==> src/rtl/softmax_exp_sequencer_pkg.sv <==
// Shared types and constants for the softmax exp sequencer.
package softmax_exp_sequencer_pkg;

  typedef enum logic [1:0] {
    S_LOAD = 2'd0,
    S_EXP  = 2'd1,
    S_OUT  = 2'd2
  } state_t;

  localparam int NUM_CLASSES_DEF = 10;
  localparam int LUT_MAX_DEF     = 10;

  localparam logic [31:0] FP32_ONE = 32'h3F80_0000;
  localparam logic [31:0] FP32_INF = 32'h7F80_0000;

endpackage

==> src/rtl/softmax_exp_sequencer_if.sv <==
// Score-in / result-out stream bundle. The master modport is the sequencer
// side (consumes scores, produces results); slave is the surrounding logic.
interface softmax_exp_sequencer_if #(
  parameter int SCORE_W = 8
) ();

  logic               in_valid;
  logic               in_ready;
  logic [SCORE_W-1:0] in_score;
  logic               out_valid;
  logic               out_ready;
  logic [31:0]        out_exp;
  logic [3:0]         out_idx;
  logic               out_last;

  modport master (
    input  in_valid, in_score, out_ready,
    output in_ready, out_valid, out_exp, out_idx, out_last
  );

  modport slave (
    output in_valid, in_score, out_ready,
    input  in_ready, out_valid, out_exp, out_idx, out_last
  );

endinterface

==> src/rtl/softmax_exp_sequencer.sv <==
// Loads one frame of class scores, walks the external exp LUT with the
// min-normalised clamped index, buffers the FP32 results and streams them out.
module softmax_exp_sequencer
  import softmax_exp_sequencer_pkg::*;
#(
  parameter int NUM_CLASSES = NUM_CLASSES_DEF,
  parameter int SCORE_W     = 8,
  parameter int LUT_MAX     = LUT_MAX_DEF
) (
  input  logic                           clk,
  input  logic                           rst_n,
  softmax_exp_sequencer_if.master        bus,
  output logic [7:0]                     lut_x,
  input  logic [31:0]                    lut_exp,
  output logic                           busy,
  output logic                           sat_flag
);

  localparam logic [3:0] LAST = 4'(NUM_CLASSES - 1);

  state_t             state;
  logic [3:0]         cnt;
  logic [SCORE_W-1:0] min_r;
  logic [SCORE_W-1:0] score_buf [NUM_CLASSES];
  logic [31:0]        exp_buf   [NUM_CLASSES];
  logic [SCORE_W-1:0] diff_p0;
  logic               cap_vld_p1;
  logic [3:0]         cap_idx_p1;

  // Differences beyond the last finite LUT entry saturate to it.
  function automatic logic is_clamped(input logic [SCORE_W-1:0] d);
    return int'(d) > LUT_MAX;
  endfunction

  function automatic logic [7:0] clamp_idx(input logic [SCORE_W-1:0] d);
    return is_clamped(d) ? 8'(LUT_MAX) : 8'(d);
  endfunction

  // Stage p0: score minus frame minimum; never negative because min_r is the frame minimum.
  always_comb begin
    diff_p0 = score_buf[cnt] - min_r;
  end

  // Score buffer write on each accepted input beat (data only, no reset).
  always_ff @(posedge clk) begin
    if (state == S_LOAD && bus.in_valid && bus.in_ready) begin
      score_buf[cnt] <= bus.in_score;
    end
  end

  // Stage p1: LUT result for the address registered last cycle lands in exp_buf.
  always_ff @(posedge clk) begin
    if (cap_vld_p1) begin
      exp_buf[cap_idx_p1] <= lut_exp;
    end
  end

  // Control FSM: load / LUT walk / output stream, all outputs registered.
  always_ff @(posedge clk or negedge rst_n) begin
    if (!rst_n) begin
      state         <= S_LOAD;
      cnt           <= '0;
      min_r         <= '1;
      bus.in_ready  <= 1'b1;
      bus.out_valid <= 1'b0;
      bus.out_last  <= 1'b0;
      bus.out_exp   <= '0;
      bus.out_idx   <= '0;
      busy          <= 1'b0;
      sat_flag      <= 1'b0;
      lut_x         <= '0;
      cap_vld_p1    <= 1'b0;
      cap_idx_p1    <= '0;
    end else begin
      cap_vld_p1 <= 1'b0;
      case (state)
        S_LOAD: begin
          if (bus.in_valid && bus.in_ready) begin
            if (cnt == '0) begin
              min_r    <= bus.in_score;
              sat_flag <= 1'b0;
            end else if (bus.in_score < min_r) begin
              min_r <= bus.in_score;
            end
            if (cnt == LAST) begin
              cnt          <= '0;
              state        <= S_EXP;
              bus.in_ready <= 1'b0;
              busy         <= 1'b1;
            end else begin
              cnt <= cnt + 4'd1;
            end
          end
        end
        S_EXP: begin
          lut_x      <= clamp_idx(diff_p0);
          cap_vld_p1 <= 1'b1;
          cap_idx_p1 <= cnt;
          if (is_clamped(diff_p0)) begin
            sat_flag <= 1'b1;
          end
          if (cnt == LAST) begin
            cnt   <= '0;
            state <= S_OUT;
          end else begin
            cnt <= cnt + 4'd1;
          end
        end
        S_OUT: begin
          if (!bus.out_valid) begin
            // First S_OUT cycle: the final LUT capture is still in flight, so beat 0 is presented one edge later.
            bus.out_valid <= 1'b1;
            bus.out_exp   <= exp_buf[cnt];
            bus.out_idx   <= cnt;
            bus.out_last  <= (cnt == LAST);
          end else if (bus.out_ready) begin
            if (bus.out_last) begin
              bus.out_valid <= 1'b0;
              bus.out_last  <= 1'b0;
              cnt           <= '0;
              state         <= S_LOAD;
              bus.in_ready  <= 1'b1;
              busy          <= 1'b0;
            end else begin
              cnt          <= cnt + 4'd1;
              bus.out_exp  <= exp_buf[cnt + 4'd1];
              bus.out_idx  <= cnt + 4'd1;
              bus.out_last <= ((cnt + 4'd1) == LAST);
            end
          end
        end
        default: state <= S_LOAD;
      endcase
    end
  end

endmodule
==> src/flat_wrapper.sv <==
// flat-port wrapper written by rule: the top's interface ports become plain ports
module softmax_exp_sequencer_flat import softmax_exp_sequencer_pkg::*;
#(
  parameter int NUM_CLASSES = NUM_CLASSES_DEF,
  parameter int SCORE_W     = 8,
  parameter int LUT_MAX     = LUT_MAX_DEF
)
  (clk, rst_n, lut_x, lut_exp, busy, sat_flag, bus_in_valid, bus_in_score, bus_out_ready, bus_in_ready, bus_out_valid, bus_out_exp, bus_out_idx, bus_out_last);
  softmax_exp_sequencer_if #(.SCORE_W(SCORE_W)) bus_i ();
  input  logic clk;
  input  logic rst_n;
  output logic [7:0] lut_x;
  input  logic [31:0] lut_exp;
  output logic busy;
  output logic sat_flag;
  input wire logic [$bits(bus_i.in_valid)-1:0] bus_in_valid;
  input wire logic [$bits(bus_i.in_score)-1:0] bus_in_score;
  input wire logic [$bits(bus_i.out_ready)-1:0] bus_out_ready;
  output wire logic [$bits(bus_i.in_ready)-1:0] bus_in_ready;
  output wire logic [$bits(bus_i.out_valid)-1:0] bus_out_valid;
  output wire logic [$bits(bus_i.out_exp)-1:0] bus_out_exp;
  output wire logic [$bits(bus_i.out_idx)-1:0] bus_out_idx;
  output wire logic [$bits(bus_i.out_last)-1:0] bus_out_last;
  assign bus_i.in_valid = bus_in_valid;
  assign bus_i.in_score = bus_in_score;
  assign bus_i.out_ready = bus_out_ready;
  assign bus_in_ready = bus_i.in_ready;
  assign bus_out_valid = bus_i.out_valid;
  assign bus_out_exp = bus_i.out_exp;
  assign bus_out_idx = bus_i.out_idx;
  assign bus_out_last = bus_i.out_last;
  softmax_exp_sequencer #(.NUM_CLASSES(NUM_CLASSES), .SCORE_W(SCORE_W), .LUT_MAX(LUT_MAX)) u_core (.clk(clk), .rst_n(rst_n), .bus(bus_i), .lut_x(lut_x), .lut_exp(lut_exp), .busy(busy), .sat_flag(sat_flag));
endmodule
==> config.mk <==
export PLATFORM = sky130hd
export DESIGN_NAME = softmax_exp_sequencer_flat
export DESIGN_NICKNAME = d
export VERILOG_FILES = /design/src/rtl/softmax_exp_sequencer_pkg.sv /design/src/rtl/softmax_exp_sequencer_if.sv /design/src/rtl/softmax_exp_sequencer.sv /design/src/flat_wrapper.sv
export SDC_FILE = /design/constraint.sdc
export NUM_CORES = 1
export LEC_CHECK = 0
export BUFFER_PORTS_ARGS = -buffer_cell sky130_fd_sc_hd__buf_2
export CAP_MARGIN = 20
export CORE_MARGIN = 2
export CORE_UTILIZATION = 40
export DETAILED_ROUTE_END_ITERATION = 10
export PLACE_DENSITY = 0.66
export SLEW_MARGIN = 15
export SYNTH_ARGS = -nofsm -noshare
export SYNTH_HDL_FRONTEND = slang
export SYNTH_SLANG_ARGS = --single-unit
export TNS_END_PERCENT = 10
==> constraint.sdc <==
create_clock -name clk -period 5.2 [get_ports clk]
set_input_delay 1.04 -clock clk [delete_from_list [all_inputs] [get_ports clk]]
set_output_delay 1.04 -clock clk [all_outputs]
set_load 0.02 [all_outputs]
==> impl_metrics.py <==
metrics = {
    "floorplanning": {
        "start_util": 0.406,
        "io_pins": 93,
        "coreArea_um2": 52700,
        "die_height_um": 235,
        "fp-row-count": 84,
        "fp.dieW_um": 235,
        "die_area_um2": 55300,
    },
    "worst_setup_path": {
        "path_cells": "mux4_2 -> mux2_2 -> o21ai_0 -> ha_1 -> inv_1 -> fa_1 -> nand3_1 -> and2_1 -> mux2_2 -> o2111a_1 -> a21o_1 -> a32o_1",
        "crit_path_end_kind": "flop",
        "setup.worst_path.class": "flop to flop",
        "cp_max_fo": 34,
        "worstSetupStartpointType": "flop",
        "worst_r2r_startpoint": "u_core.cnt[0]",
        "worst-r2r-cell-count": 12,
        "crit_top_cell": "mux2_2",
        "worst-r2r-setup-slack_ns": 1.32,
        "critPathSlowestCell": "dfrtp_4",
        "cp_slowest_stage_delay_ns": 0.84,
        "crit_required_ns": 5.68,
        "r2r-end": "u_core.sat_flag",
        "crit_arrival_ns": 4.36,
        "worst-path-buf-inv": 1,
        "path_delay_family": "multiplexers",
    },
    "job": {
        "maxCapViolations": 0,
    },
    "sta": {
        "period_share": 0.747,
        "whs_ns": 0.477,
        "fin_skew_ns": 0.0215,
        "setup_viol_count_final": 0,
        "fmax_mhz": 258,
        "setup_tns_ns": 0,
        "rsz0062_at_grt": "false",
        "finalCriticalPeriod_ns": 3.88,
        "final_max_slew_viol_count": 0,
        "hold_viol": 0,
        "slew_headroom": 0.323,
        "tightest_slew_ns": 1.01,
        "layout_setup_ws_ns": 1.32,
    },
    "pwr": {
        "p_leak_nw": 8.23,
        "peakVddDrop_v": 0.000367,
        "p_total_w": 0.0137,
        "power.density_nw_per_um2": 561,
    },
    "clocking": {
        "hold_buffers": 0,
        "cts.path.max_buffers": 3,
        "clkLatencyLatePin_ns": 0.59,
        "postCtsSetupBuffers": 0,
        "cts_tree": "done",
        "cts_made_buffers": 51,
        "clkTransAtPathRegs_ns": 0.06,
        "ctsResizeCount": 0,
        "root_buffer": "clkbuf_16",
        "htree_num_levels": 2,
        "numClockSinks": 468,
    },
    "global_routing": {
        "grt_max_degree": 126,
        "grt_use_total": 0.181,
        "grt_pass1_vias": 12400,
        "antenna_found_initial": 7,
        "grt-ovfl-total": 0,
        "grt_pass1_wl_mm": 76.0,
    },
    "place": {
        "dp_hpwl_mm": 28.3,
        "pre_cts_ws_ns": 1.32,
        "gp_congestion": 0.784,
        "io_buffers": 92,
    },
    "drt": {
        "via_per_inst": 5.87,
        "route.final.wire_length_mm": 50.6,
        "drc": 0,
        "num_vias": 12400,
        "antenna_left": 0,
        "drt_first_pass_iters": 5,
        "drtIter0Drc": 1214,
        "wire_per_inst_um": 23.9,
    },
    "hold_path": {
        "min_from": "u_core.lut_x[6]",
        "hold_class": "flop to flop",
        "whs_path_depth": 1,
        "hold_end": "u_core.lut_x[6]",
    },
    "synthesis": {
        "synth_cells": 1299,
        "synth-seq-cells": 468,
        "yosysWarnings": 0,
        "syn-num-nets": 1365,
        "syn_area_um2": 21400,
        "synth.avg_cell_area_um2": 16.5,
        "ys.flop_type": "edfxtp_1",
        "yosys.cell_types.count": 54,
        "ys_seq_area_frac": 0.642,
        "postSynth.asyncResetShare": 0.145,
        "synth_edf_count": 400,
    },
    "cells_and_area": {
        "area_delta_synth_final_pct": 14.2,
        "drive_gt1_frac": 0.266,
        "nets": 1451,
    },
    "run_status": {
        "status": "complete, no violations",
    },
}
-- cell usage in the layout, fill, tap and decap left out, drive strengths merged, types with 2 or more instances in the layout --
master / n
clkbuf: 75
o311a: 8
nand3b: 4
a21o: 4
nand2b: 8
or2: 3
inv: 20
a21oi: 112
a211oi: 42
nand3: 19
o22ai: 33
edfxtp: 400
o22a: 3
clkinvlp: 5
nor2: 58
dfrtp: 59
clkinv: 11
bufinv: 4
a31oi: 2
o21ai: 17
o211ai: 9
or3: 4
nor3: 5
buf: 121
and2: 13
xor2: 3
mux4: 145
dfstp: 9
mux2i: 105
nand2: 32
ha: 21
o2111ai: 8
nor2b: 41
and3: 2
xnor2: 5
mux2: 3
-- metrics by stage --
step | std cells | utilization | instance area (um^2)
after floorplan | 1299 | - | 21400
after global placement | 2019 | 0.431 | 22700
after detailed placement | 2020 | 0.431 | 22700
after CTS | 2115 | 0.464 | 24400
after global routing | 2115 | 0.464 | 24400
final | 2116 | 0.464 | 24400
-- cell usage after synthesis (all sizes together) (8+ instances only) --
master | count | share of area
a211oi | 42 | 0.015
a21oi | 112 | 0.026
and2 | 13 | 0.0038
buf | 36 | 0.0077
clkbuf | 52 | 0.0091
dfrtp | 59 | 0.069
dfstp | 9 | 0.011
edfxtp | 400 | 0.56
ha | 21 | 0.012
inv | 17 | 0.0030
mux2i | 105 | 0.049
mux4 | 145 | 0.15
nand2 | 32 | 0.0056
nand2b | 8 | 0.0023
nand3 | 19 | 0.0044
nor2 | 58 | 0.010
nor2b | 41 | 0.012
o2111ai | 8 | 0.0033
o211ai | 9 | 0.0032
o21ai | 17 | 0.0040
o22ai | 33 | 0.0097
o311a | 8 | 0.0037
-- final cells by class --
type,count,area (um^2)
diodes,1,2.50
well taps,688,861
inverters,20,75.1
clock inverters,20,235
fillers,4458,28200
flip-flops and latches,468,13700
multi-input cells,723,7330
repair buffers,121,691
clock buffers,75,1480
-- layer usage --
metal | track usage | routed length (um)
met3 | 0.0364 | 3200
met4 | 0.0472 | 1110
met5 | 0 | 51
met2 | 0.290 | 24100
met1 | 0.254 | 22200
-- how the worst max path moves through the flow --
stage                  start               to  slack [ns]  cells after the start
2_1_floorplan  u_core.cnt[0]  u_core.sat_flag        1.34                     13
3_3_place_gp   u_core.cnt[0]  u_core.sat_flag        1.33                     12
3_5_place_dp   u_core.cnt[0]  u_core.sat_flag        1.32                     12
4_1_cts        u_core.cnt[0]  u_core.sat_flag        1.29                     12
5_1_grt        u_core.cnt[0]  u_core.sat_flag        1.11                     11
6_report       u_core.cnt[0]  u_core.sat_flag        1.32                     12
-- worst register-to-register path, cell delays in order, from the launching register on --
cell	delay (ns)
dfrtp_4	0.84
mux4_2	0.60
mux2_2	0.27
o21ai_0	0.23
ha_1	0.19
inv_1	0.05
fa_1	0.43
nand3_1	0.10
and2_1	0.15
mux2_2	0.33
o2111a_1	0.15
a21o_1	0.18
a32o_1	0.24
-- registers in the layout, summed over array words and instances (netlist names) --
name                  count
u_core.cap_vld_p1         1
u_core.bus.in_ready       1
u_core.sat_flag           1
u_core.bus.out_valid      1
u_core.bus.out_idx        4
u_core.cap_idx_p1         4
u_core.cnt                4
u_core.min_r              8
u_core.bus.out_exp       32
u_core.state              2
u_core.exp_buf          320
u_core.lut_x              8
u_core.busy               1
u_core.bus.out_last       1
u_core.score_buf         80
-- cells by family (layout without fill, tap and decap cells) --
| logic type | count (synthesis) | count (layout) | synth area share |
|---|---|---|---|
| DFF | 468 | 468 | 0.642 |
| muxes | 253 | 253 | 0.204 |
| AOI/OAI and AO/OA | 247 | 247 | 0.0719 |
| and+or+nand+nor | 193 | 193 | 0.0450 |
| buffers and inverters | 108 | 236 | 0.0204 |
| adders and majority gates | 22 | 22 | 0.0132 |
| xor gates and xnor gates | 8 | 8 | 0.00363 |
| other | 0 | 1 | 0 |
-- power breakdown --
group	total, W	internal, W	switching (W)
clock	0.00365	0.00218	0.00147
combinational	0.00541	0.00258	0.00283
sequential	0.00465	0.00429	0.000351
Power figures use the tool's default switching activity.
